## src/rtl/kf6845_cursor_array.sv

```systemverilog
// Multi-cursor unit for the KF6845 CRTC: per-cursor address/scanline/blink compare, skewed CURSOR output.
// Optional tear-free shadow registers: define KF6845_CURSOR_SHADOW_EN.
module kf6845_cursor_array #(
    parameter int unsigned CURSOR_COUNT = 2,
    parameter int unsigned MA_WIDTH     = 14,
    parameter int unsigned RA_WIDTH     = 5,
    parameter int unsigned CURSOR_SKEW  = 0
) (
    input  logic                    clock,
    input  logic                    reset_n,
    input  logic                    video_clock_enable,
    input  logic [7:0]              internal_data_bus_in,
    output logic [7:0]              internal_data_bus_out,
    input  logic [1:0]              cursor_select,
    input  logic                    write_cursor_start_register,
    input  logic                    write_cursor_end_register,
    input  logic                    write_cursor_h_register,
    input  logic                    write_cursor_l_register,
    input  logic                    read_cursor_h_register,
    input  logic                    read_cursor_l_register,
    input  logic                    V_total,
    input  logic                    display_enable,
    input  logic [RA_WIDTH-1:0]     RA,
    input  logic [MA_WIDTH-1:0]     MA,
    output logic                    CURSOR,
    output logic [CURSOR_COUNT-1:0] cursor_hit
);

    localparam int unsigned STAGES = CURSOR_SKEW + 1;
    localparam int unsigned HI_W   = MA_WIDTH - 8;
    localparam int unsigned PIPE_W = STAGES * CURSOR_COUNT;

    logic [4:0]              blink_q, blink_d;
    logic [CURSOR_COUNT-1:0] raw_hit;
    logic [7:0]              rd_chain [CURSOR_COUNT+1];
    logic [PIPE_W-1:0]       pipe_q, pipe_d;
    logic                    cursor_q;

    // Field counter driving the blink phases
    always_comb begin
        blink_d = blink_q;
        if (V_total) blink_d = blink_q + 5'd1;
    end

    always_ff @(posedge clock or negedge reset_n) begin
        if (!reset_n) blink_q <= 5'd0;
        else          blink_q <= blink_d;
    end

    assign rd_chain[0] = 8'h00;

    for (genvar i = 0; i < int'(CURSOR_COUNT); i++) begin : gen_cursor
        logic                sel;
        logic [MA_WIDTH-1:0] addr_q, addr_d, cmp_addr;
        logic [6:0]          start_q, start_d, cmp_start;
        logic [4:0]          end_q, end_d, cmp_end;
        logic [RA_WIDTH-1:0] line_s, line_e;
        logic                line_ok, visible;
        logic [7:0]          rd_part;

        assign sel = (cursor_select == 2'(i));

        always_comb begin
            addr_d  = addr_q;
            start_d = start_q;
            end_d   = end_q;
            if (sel) begin
                if (write_cursor_start_register) start_d = internal_data_bus_in[6:0];
                if (write_cursor_end_register)   end_d   = internal_data_bus_in[4:0];
                if (write_cursor_h_register)     addr_d[MA_WIDTH-1:8] = internal_data_bus_in[HI_W-1:0];
                if (write_cursor_l_register)     addr_d[7:0] = internal_data_bus_in;
            end
        end

        always_ff @(posedge clock or negedge reset_n) begin
            if (!reset_n) begin
                addr_q  <= '0;
                start_q <= '0;
                end_q   <= '0;
            end else begin
                addr_q  <= addr_d;
                start_q <= start_d;
                end_q   <= end_d;
            end
        end

`ifdef KF6845_CURSOR_SHADOW_EN
        // Compare copies only change at field end so a half-written cursor never shows
        logic [MA_WIDTH-1:0] sh_addr_q;
        logic [6:0]          sh_start_q;
        logic [4:0]          sh_end_q;

        always_ff @(posedge clock or negedge reset_n) begin
            if (!reset_n) begin
                sh_addr_q  <= '0;
                sh_start_q <= '0;
                sh_end_q   <= '0;
            end else if (V_total) begin
                sh_addr_q  <= addr_q;
                sh_start_q <= start_q;
                sh_end_q   <= end_q;
            end
        end

        assign cmp_addr  = sh_addr_q;
        assign cmp_start = sh_start_q;
        assign cmp_end   = sh_end_q;
`else
        assign cmp_addr  = addr_q;
        assign cmp_start = start_q;
        assign cmp_end   = end_q;
`endif

        assign line_s = cmp_start[RA_WIDTH-1:0];
        assign line_e = cmp_end[RA_WIDTH-1:0];

        // Start above end means a split cursor covering the top and bottom of the cell
        assign line_ok = (line_s <= line_e) ? ((RA >= line_s) && (RA <= line_e))
                                            : ((RA >= line_s) || (RA <= line_e));

        always_comb begin
            visible = 1'b1;
            case (cmp_start[6:5])
                2'b00: visible = 1'b1;
                2'b01: visible = 1'b0;
                2'b10: visible = ~blink_q[3];
                2'b11: visible = ~blink_q[4];
                default: visible = 1'b1;
            endcase
        end

        assign raw_hit[i] = (MA == cmp_addr) & line_ok & visible & display_enable;

        // High byte wins when both read strobes are asserted
        always_comb begin
            rd_part = 8'h00;
            if (sel && read_cursor_h_register)      rd_part = 8'(addr_q[MA_WIDTH-1:8]);
            else if (sel && read_cursor_l_register) rd_part = addr_q[7:0];
        end

        assign rd_chain[i+1] = rd_chain[i] | rd_part;
    end

    assign internal_data_bus_out = rd_chain[CURSOR_COUNT];

    // Shift register of hit vectors, newest in the low slot
    if (STAGES == 1) begin : gen_no_skew
        assign pipe_d = raw_hit;
    end else begin : gen_skew
        assign pipe_d = {pipe_q[PIPE_W-CURSOR_COUNT-1:0], raw_hit};
    end

    always_ff @(posedge clock or negedge reset_n) begin
        if (!reset_n) begin
            pipe_q   <= '0;
            cursor_q <= 1'b0;
        end else if (video_clock_enable) begin
            pipe_q   <= pipe_d;
            cursor_q <= |pipe_d[PIPE_W-1 -: CURSOR_COUNT];
        end
    end

    assign cursor_hit = pipe_q[PIPE_W-1 -: CURSOR_COUNT];
    assign CURSOR     = cursor_q;

endmodule

```

## config.mk

```make
export PLATFORM = sky130hd
export DESIGN_NAME = kf6845_cursor_array
export DESIGN_NICKNAME = d
export VERILOG_FILES = /design/src/rtl/kf6845_cursor_array.sv
export SDC_FILE = /design/constraint.sdc
export NUM_CORES = 1
export LEC_CHECK = 0
export CORE_MARGIN = 2
export CORE_UTILIZATION = 50
export DETAILED_ROUTE_END_ITERATION = 10
export MAX_ROUTING_LAYER = met4
export PLACE_DENSITY = 0.84
export RECOVER_POWER = 100
export SYNTH_ARGS = -nofsm -noshare
export SYNTH_HDL_FRONTEND = slang
export SYNTH_SLANG_ARGS = --single-unit
```

## constraint.sdc

```tcl
create_clock -name clock -period 2.1 [get_ports clock]
set_input_delay 0.63 -clock clock [delete_from_list [all_inputs] [get_ports clock]]
set_output_delay 0.63 -clock clock [all_outputs]
set_load 0.01 [all_outputs]
```

==> impl_summary.log, run 1 <==
[metrics] Post-Place Cell Area: between 4000 and 5000 µm²
[metrics] depth of the CTS H-tree: 3
[metrics] Detail Route Antenna Nets: 0
[metrics] relative slew slack: 26.2%
[metrics] Die X-Extent: 88.2 µm
[metrics] final non-filler cell total: between 500 and 600
[metrics] Yosys cell types: 38
[metrics] outcome: finished with violations
[metrics] synthesized flop and latch total: 60
[metrics] total of fill cells in the finished design: approximately 520
[metrics] Core Box Area: between 6000 and 7000 µm²
[metrics] Synth-to-Final Area Change: 31.4%
[metrics] DRT Pass-1 Iters: 4
[metrics] cell depth of the worst flop-to-flop path: 8
[metrics] maximum net fanout on the critical path: 5
[metrics] static leakage: 2.10 nW
[metrics] clock latency at the later pin of the worst-skew pair: about 0.34 ns
[metrics] root buffer cell: clkbuf_8
[metrics] Die Area: ~7800 µm²
[metrics] largest buffer count on any clock path: 2
[metrics] most area-consuming cells after synthesis: dfrtp_1, mux2_2, ha_1, mux2i_1, xnor2_1
[metrics] average instance area after synthesis: between 10 and 15 µm²
[metrics] Placed Instances: slightly below 500
[metrics] Inserted Clock Buffers: 9
[metrics] required time of the worst setup path: roughly 1.5 ns
[metrics] Critical Setup Path Class: input port to output pin
[metrics] worst flop-to-flop path endpoint: CURSOR
[metrics] dominant synthesized flop cell: dfrtp_1
[metrics] total number of yosys warnings: 0
[metrics] count of port buffers added during placement: 50
[metrics] max-slew violation count: 0
[metrics] Place WS: -0.758 ns
[metrics] power density relative to cell area: 848 nW/µm²
[metrics] Post-Synth Simple-Gate Area: under 10%
[metrics] violated checks: setup timing
[metrics] clock sink count: 60
[metrics] Design Area, Final: 4650 µm²
[metrics] total congestion overflow after global routing: 0
[metrics] minimum clock period: 2.11 ns
[metrics] total wire length after detailed routing: between 8000 and 9000 µm
[metrics] average via count per standard cell: 5.55
[metrics] slew at the pin with the worst max-slew slack: between 1 and 1.5 ns
[metrics] aggregate global-route resource usage: about a quarter
[metrics] via count: between 2k and 3k
[metrics] post-route setup slack: -0.0128 ns
[metrics] arrival time at the worst endpoint: about 1.5 ns
[metrics] Synth Area in Compound Gates: 8.52%
[metrics] routability congestion estimate from global placement: 0.847
[metrics] commonest cells after routing, fill and taps aside: dfrtp_1, mux2_2, ha_1, clkdlybuf4s50_1, inv_1
[metrics] Post-Synthesis Cells: 316
[metrics] violation count after the first detailed-route iteration: roughly 110
[metrics] Nets: around 480
[metrics] number of synthesized flops with an enable pin: 0
[metrics] final worst-path cycle share: 101%
[metrics] final number of setup-violating endpoints: 1
[metrics] most common cell after layout, fill and taps aside: dfrtp_1
[metrics] average wire per standard cell: roughly 18 µm
[metrics] Max-Cap Viols: 0
[metrics] antenna violations before repair: 0
[metrics] global-route wire length before repair: 14,100 µm
[metrics] maximum operating frequency: approximately 470 MHz
[metrics] met1 usage: 32.9%
[metrics] top cell type by total area after synthesis: dfrtp_1
[metrics] Worst Setup Start Kind: input port
[metrics] number of nets in the synthesized netlist: about 390
[metrics] initial standard-cell utilization of the core: between 50% and 60%
[metrics] kind of end point of the critical path: output pin
[metrics] count of hold-fix buffers inserted at cts: 0
[metrics] I/O pin cnt: a little over 50
[metrics] die height: 88.2 µm
[metrics] R2R setup slack: roughly 0.15 ns
[metrics] area share of the largest cell type after synthesis: 42.4%
[metrics] synthesized-area fraction occupied by adder cells: 11.6%
[metrics] combined area of all synthesized cells: between 3000 and 4000 µm²
[metrics] met3 track demand over resource: 5.75%
[metrics] number of global-route vias before repair: 2,861
[metrics] share of synthesized area spent on multiplexers: 18.0%
[metrics] clock tree from TritonCTS: done
[metrics] share of layout cells above drive strength 1: 26.5%
[metrics] Max IR drop VDD: roughly 0.74 mV
[metrics] worst clock skew on the final layout: a little under 0.008 ns
[metrics] proportion of synthesized flip-flops having asynchronous set or reset: 100%
[metrics] maximum number of pins on one net before global-route repair: 23
[metrics] busiest metal layer after global routing: met2
[metrics] proportion of synthesized chip area in sequential cells: between 40% and 50%
[metrics] combinational family with the most area after synthesis: multiplexers
[metrics] met2 usage: about two fifths
[metrics] half-perimeter wire length of the detailed placement result: 6430 µm
[metrics] number of antenna cells inserted: 0
[metrics] # rows: 30
[metrics] worst-case hold slack: between 0.4 and 0.5 ns
[metrics] Clock Pin Slew Worst Setup and Hold Paths: approximately 0.070 ns
[metrics] Post-Synth XOR/XNOR Area: approximately 7.9%
[metrics] DRC violations left: 0
[metrics] worst flop-to-flop path startpoint: gen_cursor[1].cmp_end[3]
[metrics] Tightest Hold Check Type: input port to async pin
[metrics] Hold Violations, Final: 0
[cell type report]
type	count	area, µm²	area share, %
repair buffers	85	727	15.6
inverters	27	101	2.18
clock inverters	6	87.6	1.88
multi-input cells	223	1980	42.5
well taps	96	120	2.58
flip-flops and latches	60	1500	32.3
clock buffers	10	138	2.96
[registers in the layout, indices dropped and copies added (netlist names)]
signal                cells
blink_q                   5
gen_cursor.cmp_end       10
cursor_hit                2
gen_cursor.cmp_start     14
gen_cursor.addr_q        28
CURSOR                    1
[cells by family after synthesis]
logic type,after synthesis
xor+xnor,32
compound gates,44
buf+inv,33
mux,58
fa+ha+maj,33
simple gates,56
flops,60
[worst max-delay path, stage by stage]
cell and delay (ns):
buf_6 0.11, bufbuf_16 0.26, mux2i_1 0.13, o22ai_1 0.18, clkbuf_2 0.17
[where the power goes]
part | internal (W) | leakage [nW] | switching (W)
registers | 0.00139 | 0.720 | 0.000217
clock network | 0.000697 | 0.105 | 0.000470
logic | 0.000625 | 1.27 | 0.000543
[repair_timing]
item	CTS	global route
resized for setup	59	11
setup buffers	7	2
pin swaps	9	9
setup endpoints to repair	11	10
cloned	1	0
[cell usage after synthesis (all sizes together), types with 14 or more instances]
| master | count |
|---|---|
| mux2i | 14 |
| mux2 | 44 |
| xor2 | 16 |
| o21ai | 14 |
| inv | 27 |
| ha | 31 |
| xnor2 | 16 |
| nand2 | 18 |
| dfrtp | 60 |
[stage by stage]
stage | power [W] | setup TNS (ns) | utilization (%)
after global placement | 0.00267 | -12.14 | 63.9
after floorplan | 0.00231 | 0 | -
final | 0.00395 | -0.0128 | 68.1
after detailed placement | 0.00274 | -14.04 | 63.9
after CTS | 0.00393 | 0 | 68.6
after global routing | 0.00416 | -0.0195 | 68.1
[worst max-delay path by stage]
| stage | from | end | slack, ns | cells past startpoint |
|---|---|---|---|---|
| 6_report | cursor_select[0] | internal_data_bus_out[0] | -0.01 | 5 |
| 5_1_grt | cursor_select[0] | internal_data_bus_out[4] | -0.02 | 5 |
| 4_1_cts | cursor_select[0] | internal_data_bus_out[3] | 0.003 | 6 |
| 3_5_place_dp | cursor_select[1] | internal_data_bus_out[3] | -0.76 | 5 |
| 3_3_place_gp | cursor_select[1] | internal_data_bus_out[3] | -0.72 | 5 |
| 2_1_floorplan | RA[0] | CURSOR | 0.004 | 8 |
[routing by layer]
metal  vias to the layer above  wire (µm)
met5                         -          0
met4                         0        138
met3                        18        437
met2                        83       4460
met1                      1416       3920
li1                       1298          -
Power figures use the tool's default switching activity.
==> inputs of run 2 (changes only) <==
--- a/config.mk
+++ b/config.mk
@@ -5,11 +5,14 @@
 export SDC_FILE = /design/constraint.sdc
 export NUM_CORES = 1
 export LEC_CHECK = 0
+export ABC_CLOCK_PERIOD_IN_PS = 2100
+export CELL_PAD_IN_SITES_DETAIL_PLACEMENT = 2
+export CELL_PAD_IN_SITES_GLOBAL_PLACEMENT = 2
 export CORE_MARGIN = 2
-export CORE_UTILIZATION = 50
+export CORE_UTILIZATION = 36
 export DETAILED_ROUTE_END_ITERATION = 10
 export MAX_ROUTING_LAYER = met4
-export PLACE_DENSITY = 0.84
+export PLACE_DENSITY = 0.9
 export RECOVER_POWER = 100
 export SYNTH_ARGS = -nofsm -noshare
 export SYNTH_HDL_FRONTEND = slang
==> run 2 against run 1 <==
The run ends with capacitance limit, slew limit left. First-iteration DRC count up 87%. Utilization down 18 points. Fmax up 0.76%. Sequential power up 5%. Final area up 4.7%. Critical endpoint is now CURSOR. Highest routed layer unchanged.
==> impl_summary.log, run 2 (synthesis gave the netlist of run 1 again) <==
[metrics] total congestion overflow after global routing: 0
[metrics] global-route wire length before repair: around 21,000 µm
[metrics] depth of the CTS H-tree: 3
[metrics] Max-Cap Viols: 1
[metrics] violated checks: capacitance limit, slew limit
[metrics] delay contributed by the slowest stage of the critical path: 0.41 ns
[metrics] maximum operating frequency: 477 MHz
[metrics] DRC violations left: 0
[metrics] Die X-Extent: slightly above 100 µm
[metrics] multi-input combinational cell area: 2180 µm²
[metrics] die height: 103 µm
[metrics] number of antenna cells inserted: 0
[metrics] cell with the largest stage delay on the worst path: dfrtp_1
[metrics] Tightest Hold Check Type: flip-flop to flip-flop
[metrics] total of fill cells in the finished design: 979
[metrics] violation count after the first detailed-route iteration: 200
[metrics] most common cell after layout, fill and taps aside: dfrtp_1
[metrics] average wire per standard cell: ~27 µm
[metrics] Nets: 478
[metrics] Clock Pin Slew Worst Setup and Hold Paths: roughly 0.08 ns
[metrics] maximum net fanout on the critical path: 3
[metrics] outcome: finished with violations
[metrics] Detail Route Antenna Nets: 0
[metrics] final number of setup-violating endpoints: 0
[metrics] number of flip-flops under the largest register name: 28
[metrics] register with the most flip-flops: gen_cursor.addr_q
[metrics] half-perimeter wire length of the detailed placement result: between 9000 and 10,000 µm
[metrics] slew at the pin with the worst max-slew slack: 1.56 ns
[metrics] Inserted Clock Buffers: 9
[metrics] share of layout cells above drive strength 1: around 34%
[metrics] cell count of the worst hold path: 1
[metrics] number of global-route vias before repair: ~3.5k
[metrics] routability congestion estimate from global placement: 0.779
[metrics] crit path cell chain: inv_2 -> ha_4 -> a21oi_1 -> a21boi_1 -> o32a_1 -> maj3_2 -> a41oi_2 -> o21ai_2
[metrics] Critical Setup Path Class: flip-flop to flip-flop
[metrics] kind of end point of the critical path: flip-flop
[metrics] final non-filler cell total: roughly 550
[metrics] Max IR drop VDD: 0.494 mV
[metrics] maximum number of pins on one net before global-route repair: 61
[metrics] clock tree from TritonCTS: done
[metrics] relative slew slack: -3.85%
[metrics] minimum clock period: between 2 and 2.5 ns
[metrics] Synth-to-Final Area Change: 37.6%
[metrics] Worst Setup Start Kind: flip-flop
[metrics] commonest cells after routing, fill and taps aside: dfrtp_1, mux2_2, clkdlybuf4s50_1
[metrics] R2R setup slack: ~0.0032 ns
[metrics] count of port buffers added during placement: 50
[metrics] max-slew violation count: a little over 60
[metrics] aggregate global-route resource usage: between 20% and 30%
[metrics] DRT Pass-1 Iters: 4
[metrics] total wire length after detailed routing: 14,900 µm
[metrics] average via count per standard cell: 5.52
[metrics] static leakage: between 2 and 2.5 nW
[metrics] final worst-path cycle share: 99.8%
[metrics] arrival time at the worst endpoint: between 2 and 2.5 ns
[metrics] Total Power Consumption: around 0.0043 W
[metrics] via count: about 3k
[metrics] required time of the worst setup path: ~2.3 ns
[metrics] clock latency at the later pin of the worst-skew pair: approximately 0.35 ns
[metrics] register area: between 1500 and 2000 µm²
[metrics] root buffer cell: clkbuf_8
[metrics] largest buffer count on any clock path: 2
[metrics] clock sink count: 60
[metrics] Placed Instances: between 500 and 600
[metrics] Core Box Area: between 9000 and 10,000 µm²
[metrics] cell depth of the worst flop-to-flop path: 8
[metrics] antenna violations before repair: 0
[metrics] I/O pin cnt: between 50 and 60
[metrics] Die Area: ~11,000 µm²
[metrics] worst clock skew on the final layout: 0.0124 ns
[metrics] initial standard-cell utilization of the core: 36.7%
[metrics] power density relative to cell area: between 800 and 900 nW/µm²
[metrics] # rows: 36
[metrics] Hold Violations, Final: 0
run 2: cell types whose count changed in the layout (fill, tap and decap cells not counted), sizes merged:
cell / previous run / this run
bufbuf: 1 / 0
buf: 27 / 34
clkbuf: 29 / 26
clkdlybuf4s15: 0 / 5
clkinvlp: 3 / 1
clkinv: 1 / 2
dlygate4sd2: 6 / 1
bufinv: 2 / 1
run 2: cell type report:
| cell class | instances | share of cell area, % |
|---|---|---|
| clock inverters | 4 | 0.976 |
| repair buffers | 86 | 14.9 |
| multi-input cells | 223 | 44.6 |
| well taps | 133 | 3.41 |
| inverters | 27 | 2.08 |
| clock buffers | 12 | 3.18 |
| flip-flops and latches | 60 | 30.8 |
run 2: critical path, delay by kind of cell (launching register included):
| kind | cells | cell delay [ns] |
|---|---|---|
| compound gates | 5 | 0.90 |
| fa+ha+maj | 2 | 0.58 |
| flops | 1 | 0.41 |
| buf+inv | 1 | 0.10 |
run 2: metrics by stage:
stage	cell area (µm²)	util [%]	setup slack [ns]	hold WS, ns	TNS, ns
global route	4870	50.6	-0.0892	0.530	-0.181
floorplan	3540	-	0.00388	0.334	0
finish	4870	50.6	0.00318	0.513	0
global placement	4400	45.6	-0.752	0.464	-14.47
detailed placement	4400	45.6	-0.921	0.497	-17.72
CTS	4810	49.9	-0.0199	0.282	-0.0403
run 2: worst paths after layout:
check                                          end                      from
setup / recovery                            CURSOR  gen_cursor[1].cmp_end[3]
setup reg to reg                            CURSOR  gen_cursor[1].cmp_end[3]
hold reg to reg                         blink_q[0]                blink_q[0]
min in group asynchronous  gen_cursor[0].addr_q[7]                   reset_n
hold / removal                          blink_q[0]                blink_q[0]
max in group asynchronous  gen_cursor[1].addr_q[2]                   reset_n
run 2: timing repair:
item	CTS	global route
pin swaps	20	14
resized for setup	84	29
cloned	1	0
setup buffers	7	4
hold buffers	0	0
endpoints found under the setup margin	11	11
run 2: layer usage:
| metal | vias to the layer above | global-route usage, % | part of all wire [%] |
|---|---|---|---|
| li1 | 1306 | - | - |
| met1 | 1590 | 32.8 | 38 |
| met2 | 74 | 50.8 | 54 |
| met3 | 41 | 4.97 | 3.7 |
| met4 | 0 | 12.0 | 4.2 |
| met5 | - | - | 0 |
run 2: report_power, final:
group	switching (W)	internal, W
logic	0.000758	0.000723
registers	0.000298	0.00139
clock network	0.000501	0.000610
